**src/rtl/dma_channel_arbiter_if.sv**
```systemverilog
// dma_channel_arbiter_if: channel descriptor handshake plus DMA engine command/status bundle
// Ports: ch_valid/ch_src/ch_dst/ch_len in, ch_ready/ch_done out (channel side);
// dma_start/dma_src_addr/dma_dst_addr/dma_len out, dma_done in (engine side).
// The slave modport is the arbiter; the master modport is the environment around it.
interface dma_channel_arbiter_if #(
  parameter int NUM_CH = 4,
  parameter int ADDR_W = 32,
  parameter int LEN_W  = 8
);
  logic [NUM_CH-1:0]        ch_valid;
  logic [NUM_CH-1:0]        ch_ready;
  logic [NUM_CH*ADDR_W-1:0] ch_src;
  logic [NUM_CH*ADDR_W-1:0] ch_dst;
  logic [NUM_CH*LEN_W-1:0]  ch_len;
  logic [NUM_CH-1:0]        ch_done;
  logic                     dma_start;
  logic [ADDR_W-1:0]        dma_src_addr;
  logic [ADDR_W-1:0]        dma_dst_addr;
  logic [LEN_W-1:0]         dma_len;
  logic                     dma_done;
  modport master (
    output ch_valid, ch_src, ch_dst, ch_len, dma_done,
    input  ch_ready, ch_done, dma_start, dma_src_addr, dma_dst_addr, dma_len
  );
  modport slave (
    input  ch_valid, ch_src, ch_dst, ch_len, dma_done,
    output ch_ready, ch_done, dma_start, dma_src_addr, dma_dst_addr, dma_len
  );
endinterface

```
**src/rtl/dma_channel_arbiter.sv**
```systemverilog
// dma_channel_arbiter: round-robin sharing of one DMA copy engine among NUM_CH channels
// Ports: clk; rst_n async active-low; bus (slave) carries channel handshake/descriptors and
// engine start/addr/len/done; busy_o high in ISSUE/WAIT; grant_id_o current or last grant;
// xfer_count_o completed transfers, wrapping at 2^16.
module dma_channel_arbiter #(
  parameter int  NUM_CH = 4,
  parameter int  ADDR_W = 32,
  parameter int  LEN_W  = 8,
  localparam int CH_W   = $clog2(NUM_CH)
) (
  input  logic                  clk,
  input  logic                  rst_n,
  dma_channel_arbiter_if.slave  bus,
  output logic                  busy_o,
  output logic [CH_W-1:0]       grant_id_o,
  output logic [15:0]           xfer_count_o
);
  typedef enum logic [1:0] {IDLE, ISSUE, WAIT} state_t;
  state_t            state_q;
  logic [CH_W-1:0]   last_q, grant_q, win, idx;
  logic              start_q, busy_q;
  logic [NUM_CH-1:0] done_q;
  logic [15:0]       xfer_q;
  logic [ADDR_W-1:0] src_q, dst_q;
  logic [LEN_W-1:0]  len_q;
  logic              any_v;
  assign any_v = |bus.ch_valid;
  // Scan downward so the last hit is the nearest requester above last_q.
  always_comb begin
    win = '0;
    idx = '0;
    for (int i = NUM_CH; i >= 1; i--) begin
      idx = CH_W'((32'(last_q) + 32'(i)) % NUM_CH);
      if (bus.ch_valid[idx]) win = idx;
    end
  end
  assign bus.ch_ready = (rst_n && state_q == IDLE) ? bus.ch_valid & (NUM_CH'(1) << win) : '0;
  always_ff @(posedge clk or negedge rst_n) begin
    if (!rst_n) begin
      state_q <= IDLE;
      last_q  <= CH_W'(NUM_CH - 1);
      grant_q <= '0;
      start_q <= 1'b0;
      busy_q  <= 1'b0;
      done_q  <= '0;
      xfer_q  <= '0;
      src_q   <= '0;
      dst_q   <= '0;
      len_q   <= '0;
    end else begin
      start_q <= 1'b0;
      done_q  <= '0;
      case (state_q)
        IDLE: if (any_v) begin
          src_q   <= bus.ch_src[win*ADDR_W +: ADDR_W];
          dst_q   <= bus.ch_dst[win*ADDR_W +: ADDR_W];
          len_q   <= bus.ch_len[win*LEN_W +: LEN_W];
          grant_q <= win;
          start_q <= 1'b1;
          busy_q  <= 1'b1;
          state_q <= ISSUE;
        end
        ISSUE: state_q <= WAIT;
        // The engine clears done on the start edge, so done seen here belongs to this transfer.
        WAIT: if (bus.dma_done) begin
          done_q  <= NUM_CH'(1) << grant_q;
          last_q  <= grant_q;
          xfer_q  <= xfer_q + 16'd1;
          busy_q  <= 1'b0;
          state_q <= IDLE;
        end
        default: state_q <= IDLE;
      endcase
    end
  end
  assign bus.ch_done      = done_q;
  assign bus.dma_start    = start_q;
  assign bus.dma_src_addr = src_q;
  assign bus.dma_dst_addr = dst_q;
  assign bus.dma_len      = len_q;
  assign busy_o           = busy_q;
  assign grant_id_o       = grant_q;
  assign xfer_count_o     = xfer_q;
endmodule

```
**src/flat_wrapper.sv**
```systemverilog
// flat-port wrapper written by rule: the top's interface ports become plain ports
module dma_channel_arbiter_flat 
#(
  parameter int  NUM_CH = 4,
  parameter int  ADDR_W = 32,
  parameter int  LEN_W  = 8,
  localparam int CH_W   = $clog2(NUM_CH)
)
  (clk, rst_n, busy_o, grant_id_o, xfer_count_o, bus_ch_valid, bus_ch_src, bus_ch_dst, bus_ch_len, bus_dma_done, bus_ch_ready, bus_ch_done, bus_dma_start, bus_dma_src_addr, bus_dma_dst_addr, bus_dma_len);
  dma_channel_arbiter_if #(.NUM_CH(NUM_CH), .ADDR_W(ADDR_W), .LEN_W(LEN_W)) bus_i ();
  input  logic clk;
  input  logic rst_n;
  output logic busy_o;
  output logic [CH_W-1:0] grant_id_o;
  output logic [15:0] xfer_count_o;
  input wire logic [$bits(bus_i.ch_valid)-1:0] bus_ch_valid;
  input wire logic [$bits(bus_i.ch_src)-1:0] bus_ch_src;
  input wire logic [$bits(bus_i.ch_dst)-1:0] bus_ch_dst;
  input wire logic [$bits(bus_i.ch_len)-1:0] bus_ch_len;
  input wire logic [$bits(bus_i.dma_done)-1:0] bus_dma_done;
  output wire logic [$bits(bus_i.ch_ready)-1:0] bus_ch_ready;
  output wire logic [$bits(bus_i.ch_done)-1:0] bus_ch_done;
  output wire logic [$bits(bus_i.dma_start)-1:0] bus_dma_start;
  output wire logic [$bits(bus_i.dma_src_addr)-1:0] bus_dma_src_addr;
  output wire logic [$bits(bus_i.dma_dst_addr)-1:0] bus_dma_dst_addr;
  output wire logic [$bits(bus_i.dma_len)-1:0] bus_dma_len;
  assign bus_i.ch_valid = bus_ch_valid;
  assign bus_i.ch_src = bus_ch_src;
  assign bus_i.ch_dst = bus_ch_dst;
  assign bus_i.ch_len = bus_ch_len;
  assign bus_i.dma_done = bus_dma_done;
  assign bus_ch_ready = bus_i.ch_ready;
  assign bus_ch_done = bus_i.ch_done;
  assign bus_dma_start = bus_i.dma_start;
  assign bus_dma_src_addr = bus_i.dma_src_addr;
  assign bus_dma_dst_addr = bus_i.dma_dst_addr;
  assign bus_dma_len = bus_i.dma_len;
  dma_channel_arbiter #(.NUM_CH(NUM_CH), .ADDR_W(ADDR_W), .LEN_W(LEN_W)) u_core (.clk(clk), .rst_n(rst_n), .bus(bus_i), .busy_o(busy_o), .grant_id_o(grant_id_o), .xfer_count_o(xfer_count_o));
endmodule
```
**config.mk**
```make
export PLATFORM = sky130hd
export DESIGN_NAME = dma_channel_arbiter_flat
export DESIGN_NICKNAME = d
export VERILOG_FILES = /design/src/rtl/dma_channel_arbiter_if.sv /design/src/rtl/dma_channel_arbiter.sv /design/src/flat_wrapper.sv
export SDC_FILE = /design/constraint.sdc
export NUM_CORES = 1
export LEC_CHECK = 0
export CORE_AREA = 2 2 153 155
export CTS_BUF_LIST = sky130_fd_sc_hd__clkbuf_16
export DETAILED_ROUTE_END_ITERATION = 8
export DIE_AREA = 0 0 155 157
export PLACE_DENSITY = 0.72
export SLEW_MARGIN = 30
export SYNTH_ARGS = -nofsm -noshare
export SYNTH_HDL_FRONTEND = slang
export SYNTH_SLANG_ARGS = --single-unit
```
**constraint.sdc**
```tcl
create_clock -name clk -period 3.4 [get_ports clk]
set_input_delay 0.51 -clock clk [delete_from_list [all_inputs] [get_ports clk]]
set_output_delay 0.51 -clock clk [all_outputs]
set_load 0.01 [all_outputs]
```
==> flow_summary.json, run 1 <==
{
  "outcome": "finished, final reports clean",
  "maxSlewHeadroom_pct": 40.0,
  "synth_xor_area_share_pct": 2.04,
  "cp_slowest_cell": "clkdlybuf4s50_1",
  "syn-num-nets": 898,
  "drive_above_1_share_pct": 13.5,
  "arrival_ns": 2.50,
  "dp_hpwl_microns": 18000,
  "cts-root-buf": "clkbuf_16",
  "tritoncts": "yes",
  "ant_nets": 0,
  "ys_async_sr_fraction_pct": 100,
  "synth_top_family_by_area": "compound AO/OA/AOI/OAI gates",
  "path_clk_slew_ns": 0.09,
  "wl_met1_microns": 9770,
  "dieArea_sq_mm": 0.0243,
  "dr.pass1.iters": 6,
  "p_leak_nw": 4.05,
  "drtIter0Drc": 262,
  "cts_buffers": 9,
  "io-pin-count": 395,
  "hold_buffers": 0,
  "power_frac_clock_pct": 13.6,
  "die_height_microns": 157,
  "cpPeakStageDelay_ns": 0.54,
  "synthAdderAreaFrac_pct": 0.194,
  "gr-usage-all-layers_pct": 19.3,
  "fill_cells": 2139,
  "synth-seq-cells": 100,
  "initial_core_util_pct": 28.7,
  "dr_wl_met3_microns": 1850,
  "synth_flop_cell": "dfrtp_1",
  "cts_buffer_depth": 2,
  "hold_viol_final": 0,
  "tns_ns": 0,
  "htreeDepth": 3,
  "antenna_found_initial": 0,
  "synth_compound_area_share_pct": 25.0,
  "critPathLaunch": "bus_ch_valid[3]",
  "r2r-start": "u_core.last_q[1]$_DFFE_PN1P_",
  "via_per_inst": 5.02,
  "place_area_sq_mm": 0.0106,
  "synth_edf_count": 0,
  "crit_top_cell": "clkdlybuf4s50_1",
  "stdcell_area_sq_mm": 0.0109,
  "ir_drop_uv": 419,
  "post_drt_wl_per_cell_microns": 19.4,
  "final_common_cell": "clkdlybuf4s50_1",
  "cap_violations": 0,
  "switchingPower_mw": 3.30,
  "antenna_cells": 0,
  "area_growth_pct": 69.5,
  "cp_max_fo": 6,
  "nets": 1262,
  "drc_errors": 0,
  "muxShareOfSynthArea_pct": 11.6,
  "fin_crit_sh_pct": 88.7,
  "p_seq_share_pct": 26.1,
  "power.density_mw_per_mm2": 718,
  "die_w_microns": 155,
  "wirelength_microns": 24300,
  "netlist_instances": 602,
  "crit_path_start_kind": "primary input",
  "endpoint_kind": "output port",
  "row_count": 55,
  "place_congestion": 0.814,
  "finalClockSkew_ns": 0.0110,
  "clkLatencyLatePin_ns": 0.35,
  "max_freq_ghz": 0.332,
  "post_cts_buffers": 0,
  "gr-total-overflow": 0,
  "core_area_sq_mm": 0.0225,
  "top_layer": "met4",
  "synth_area_sq_mm": 0.00645,
  "yosysWarnings": 0,
  "p_int_mw": 4.55,
  "hp-class": "in -> async",
  "slew_viol_final": 0,
  "grt_pass1_wl_microns": 36700,
  "worst_slew_pin_slew_ns": 0.900,
  "wl_met2_microns": 12100,
  "power_frac_comb_pct": 60.4,
  "crit_type": "in -> out",
  "cp_cell_sequence": "clkdlybuf4s50_1, nand2b_1, a21oi_1, or3_1, and4_1, clkdlybuf4s50_1",
  "io_buffers": 394,
  "grt_pass1_vias": 6443,
  "min_period_ns": 3.01,
  "grt_max_degree": 74,
  "mostFrequentLayoutCells": "clkdlybuf4s50_1, dfrtp_1, a211oi_2",
  "final-setup-viol-count": 0,
  "yosys.area_share.simple_pct": 17.4,
  "rsz0062_at_grt": "no",
  "vias": 6308,
  "cts_sinks": 100,
  "required_ns": 2.89,
  "cts_resized": 0,
  "yosysUniqueCellTypes": 39,
  "synth.yosys.seq_area_share_pct": 38.8,
  "synth_area_per_cell_sq_um": 10.7,
  "switching_share_pct": 42.1
}
-- final timing paths --
path,depth (start not counted),to,slack (ns)
min,2,u_core.bus.dma_start$_DFF_PN0_,0.31
min in group clk,1,u_core.xfer_count_o[15]$_DFFE_PN0P_,0.47
max reg2reg,6,u_core.bus.dma_dst_addr[21]$_DFFE_PN0P_,0.97
max in group asynchronous,3,u_core.bus.dma_dst_addr[24]$_DFFE_PN0P_,1.92
min reg2reg,1,u_core.xfer_count_o[15]$_DFFE_PN0P_,0.47
max,6,bus_ch_ready[1],0.39
-- metal layers --
| metal | up-vias | global-route usage, % |
|---|---|---|
| li1 | 2987 | - |
| met1 | 3027 | 22.8 |
| met2 | 263 | 34.0 |
| met3 | 31 | 5.23 |
| met4 | 0 | 6.22 |
| met5 | - | 0 |
-- stage by stage --
| stage | power (mW) | utilization (%) | hold WS, ns | cells | setup WS, ns |
|---|---|---|---|---|---|
| after floorplan | 4.80 | - | 0.214 | 602 | 1.18 |
| after global placement | 6.76 | 47.3 | 0.457 | 1240 | 0.429 |
| after detailed placement | 6.84 | 47.3 | 0.461 | 1240 | 0.402 |
| after CTS | 7.94 | 48.6 | 0.340 | 1256 | 0.399 |
| after global routing | 8.35 | 48.6 | 0.367 | 1256 | 0.230 |
| final | 7.85 | 48.6 | 0.315 | 1256 | 0.385 |
-- power by group through the flow --
| stage | sequential (mW) | combinational, mW | clock, mW |
|---|---|---|---|
| floorplan | 2.24 | 2.56 | 0 |
| global placement | 2.05 | 4.72 | 0 |
| detailed placement | 2.06 | 4.78 | 0 |
| CTS | 2.05 | 4.79 | 1.11 |
| global route | 2.12 | 5.07 | 1.16 |
| finish | 2.05 | 4.74 | 1.06 |
-- synthesized netlist by cell type (3+ instances only) --
library cell | number | area share [%]
a211oi_1 | 51 | 5.9
a211oi_2 | 91 | 18
and3_1 | 5 | 0.48
and4_1 | 4 | 0.54
buf_2 | 17 | 1.3
buf_4 | 12 | 1.4
buf_6 | 5 | 0.87
clkbuf_1 | 20 | 1.2
dfrtp_1 | 98 | 38
mux2i_1 | 74 | 11
nand2_1 | 21 | 1.2
nand2b_1 | 4 | 0.39
nand4_1 | 5 | 0.48
nor2_1 | 78 | 4.5
nor3b_1 | 73 | 8.5
xnor2_1 | 12 | 1.6
xor2_1 | 3 | 0.41
-- registers in the layout (all words and copies together) (netlist names), 2 cells and up --
| register | cells |
|---|---|
| u_core.bus.dma_dst_addr | 32 |
| u_core.last_q | 2 |
| u_core.bus.dma_src_addr | 32 |
| u_core.xfer_count_o | 16 |
| u_core.bus.ch_done | 4 |
| u_core.grant_id_o | 2 |
| u_core.bus.dma_len | 8 |
| u_core.state_q | 2 |
-- worst max-delay path: cells and delay by family --
| family | cells | cell delay [ns] |
|---|---|---|
| AOI/OAI and AO/OA | 1 | 0.30 |
| buffers and inverters | 2 | 1.05 |
| and+or+nand+nor | 3 | 0.65 |
-- area by class of cell --
class | instances | area, sq um | share of cell area, %
Clock inverter | 7 | 78.8 | 0.721
Inverter | 3 | 11.3 | 0.103
Timing Repair Buffer | 407 | 4110 | 37.6
Multi-Input combinational cell | 445 | 3650 | 33.3
Clock buffer | 9 | 225 | 2.06
Tap cell | 285 | 357 | 3.26
Sequential cell | 100 | 2500 | 22.9
-- cell families after synthesis --
group / count (synthesis)
xor gates and xnor gates: 15
and+or+nand+nor: 202
buffers and inverters: 57
muxes: 75
adders and majority gates: 1
AOI/OAI and AO/OA: 152
DFF: 100
Power figures use the tool's default switching activity.
==> run 2, diff against run 1 <==
CORE_AREA = 2 2 155 157   (was 2 2 153 155)
DIE_AREA = 0 0 157 159   (was 0 0 155 157)
DONT_BUFFER_PORTS = 1   (was not set)
PLACE_DENSITY = 0.49   (was 0.72)
==> flow_summary.json, run 2 (synthesized netlist as in run 1, its figures left out) <==
{
  "p_seq_share_pct": 37.1,
  "gr-usage-all-layers_pct": 15.6,
  "outcome": "finished, final reports clean",
  "endpoint_kind": "register",
  "wirelength_microns": 19800,
  "via_per_inst": 5.44,
  "power_frac_comb_pct": 46.4,
  "post_drt_wl_per_cell_microns": 22.0,
  "slew_viol_final": 0,
  "place_congestion": 0.843,
  "power_frac_clock_pct": 16.5,
  "power.density_mw_per_mm2": 926,
  "rrSetupSlack_ns": 0.84,
  "cap_violations": 0,
  "core_area_sq_mm": 0.0232,
  "maxSlewHeadroom_pct": 52.0,
  "tns_ns": 0,
  "dr.pass1.iters": 4,
  "cts_sinks": 100,
  "totalPowerFinal_mw": 6.49,
  "r2r-end": "u_core.bus.dma_dst_addr[19]$_DFFE_PN0P_",
  "hp-class": "in -> async",
  "fin_crit_sh_pct": 75.3,
  "hold_viol_final": 0,
  "cts_buffer_depth": 2,
  "place_area_sq_mm": 0.00665,
  "crit_path_start_kind": "register",
  "p_leak_nw": 2.51,
  "grt_pass1_wl_microns": 30700,
  "final_common_cell": "dfrtp_1",
  "ant_nets": 0,
  "io_buffers": 0,
  "p_int_mw": 3.44,
  "r2r-start": "u_core.last_q[1]$_DFFE_PN1P_",
  "mostFrequentLayoutCells": "dfrtp_1, a211oi_2, nor2_1",
  "switchingPower_mw": 3.05,
  "clkLatencyLatePin_ns": 0.35,
  "placed_cells": 879,
  "cts-root-buf": "clkbuf_16",
  "required_ns": 3.60,
  "switching_share_pct": 47.1,
  "vias": 4888,
  "area_growth_pct": 8.66,
  "row_count": 56,
  "stdcell_count": 898,
  "die_w_microns": 157,
  "tritoncts": "yes",
  "initial_core_util_pct": 27.8,
  "drtIter0Drc": 246,
  "cts_buffers": 9,
  "worst_slew_pin_slew_ns": 0.720,
  "drc_errors": 0,
  "stdcell_area_sq_mm": 0.00701,
  "io-pin-count": 395,
  "dieArea_sq_mm": 0.0250,
  "cp_max_fo": 40,
  "cts_resized": 0,
  "worstRegToRegCells": 7,
  "arrival_ns": 2.76,
  "htreeDepth": 3,
  "die_height_microns": 159,
  "drive_above_1_share_pct": 22.7,
  "grt_pass1_vias": 5367,
  "min_period_ns": 2.56,
  "antenna_found_initial": 0,
  "grt_max_degree": 101,
  "dp_hpwl_microns": 14600,
  "rsz0062_at_grt": "no",
  "finalClockSkew_ns": 0.00861,
  "path_clk_slew_ns": 0.08,
  "post_cts_buffers": 0,
  "nets": 869,
  "ir_drop_uv": 410,
  "crit_type": "reg -> reg",
  "max_freq_ghz": 0.391,
  "gr-total-overflow": 0,
  "final-setup-viol-count": 0,
  "hold_ws_ns": 0.0313
}
## run 2: changes by cell type in the layout (fill, tap and decap cells not counted), sizes merged
cell	previous run	this run
clkdlybuf4s50	393	0
clkinv	4	2
diode	0	1
inv	6	8
## run 2: critical path, stage by stage (launching register included)
cell and delay, ns:
dfstp_2 0.57, a21bo_1 0.16, a21oi_4 0.07, buf_4 0.27, nor2_4 0.27, buf_4 0.50, mux2i_1 0.41, a211oi_2 0.12
## run 2: routing by layer
metal	global-route usage, %	up-vias	share of wire, %
met5	0	-	0
met4	5.42	0	2.2
met3	3.95	31	7.5
met2	28.0	251	52
met1	17.7	2417	38
li1	-	2189	-
## run 2: through the flow
stage	setup slack, ns	util [%]
5_1_grt	0.675	30.2
3_3_place_gp	0.741	28.7
6_report	0.841	30.2
2_1_floorplan	1.18	-
3_5_place_dp	0.643	28.7
4_1_cts	0.319	30.1
## run 2: timing repair
item	CTS	global route
hold buffers	1	0
setup endpoints to repair	0	0
hold endpoints to repair	100	0
## run 2: worst max path at each step
stage                                            start                                      end  slack [ns]  cells past startpoint
after floorplan                        bus_ch_valid[0]                          bus_ch_ready[1]        1.18                      6
after global placement                 bus_ch_valid[0]                          bus_ch_ready[1]        0.74                      4
final                     u_core.last_q[1]$_DFFE_PN1P_  u_core.bus.dma_dst_addr[19]$_DFFE_PN0P_        0.84                      7
after global routing      u_core.last_q[1]$_DFFE_PN1P_   u_core.bus.dma_src_addr[3]$_DFFE_PN0P_        0.67                      7
after detailed placement               bus_ch_valid[0]                          bus_ch_ready[3]        0.64                      4
after CTS                 u_core.last_q[1]$_DFFE_PN1P_                          bus_ch_ready[3]        0.32                      4
## run 2: layout make-up
class                   instances  area [sq um]
repair buffers                 14           145
flip-flops and latches        100          2500
clock buffers                   9           225
clock inverters                 7          78.8
diodes                          1          2.50
fillers                      2374         16200
inverters                       3          11.3
well taps                     319           399
multi-input cells             445          3650
## run 2: power by group through the flow
stage / registers, mW / logic (mW) / clock network (mW)
after detailed placement: 2.43 / 3.00 / 0
after CTS: 2.42 / 3.03 / 1.12
after global placement: 2.43 / 2.88 / 0
after floorplan: 2.24 / 2.56 / 0
after global routing: 2.47 / 3.32 / 1.18
final: 2.41 / 3.02 / 1.07
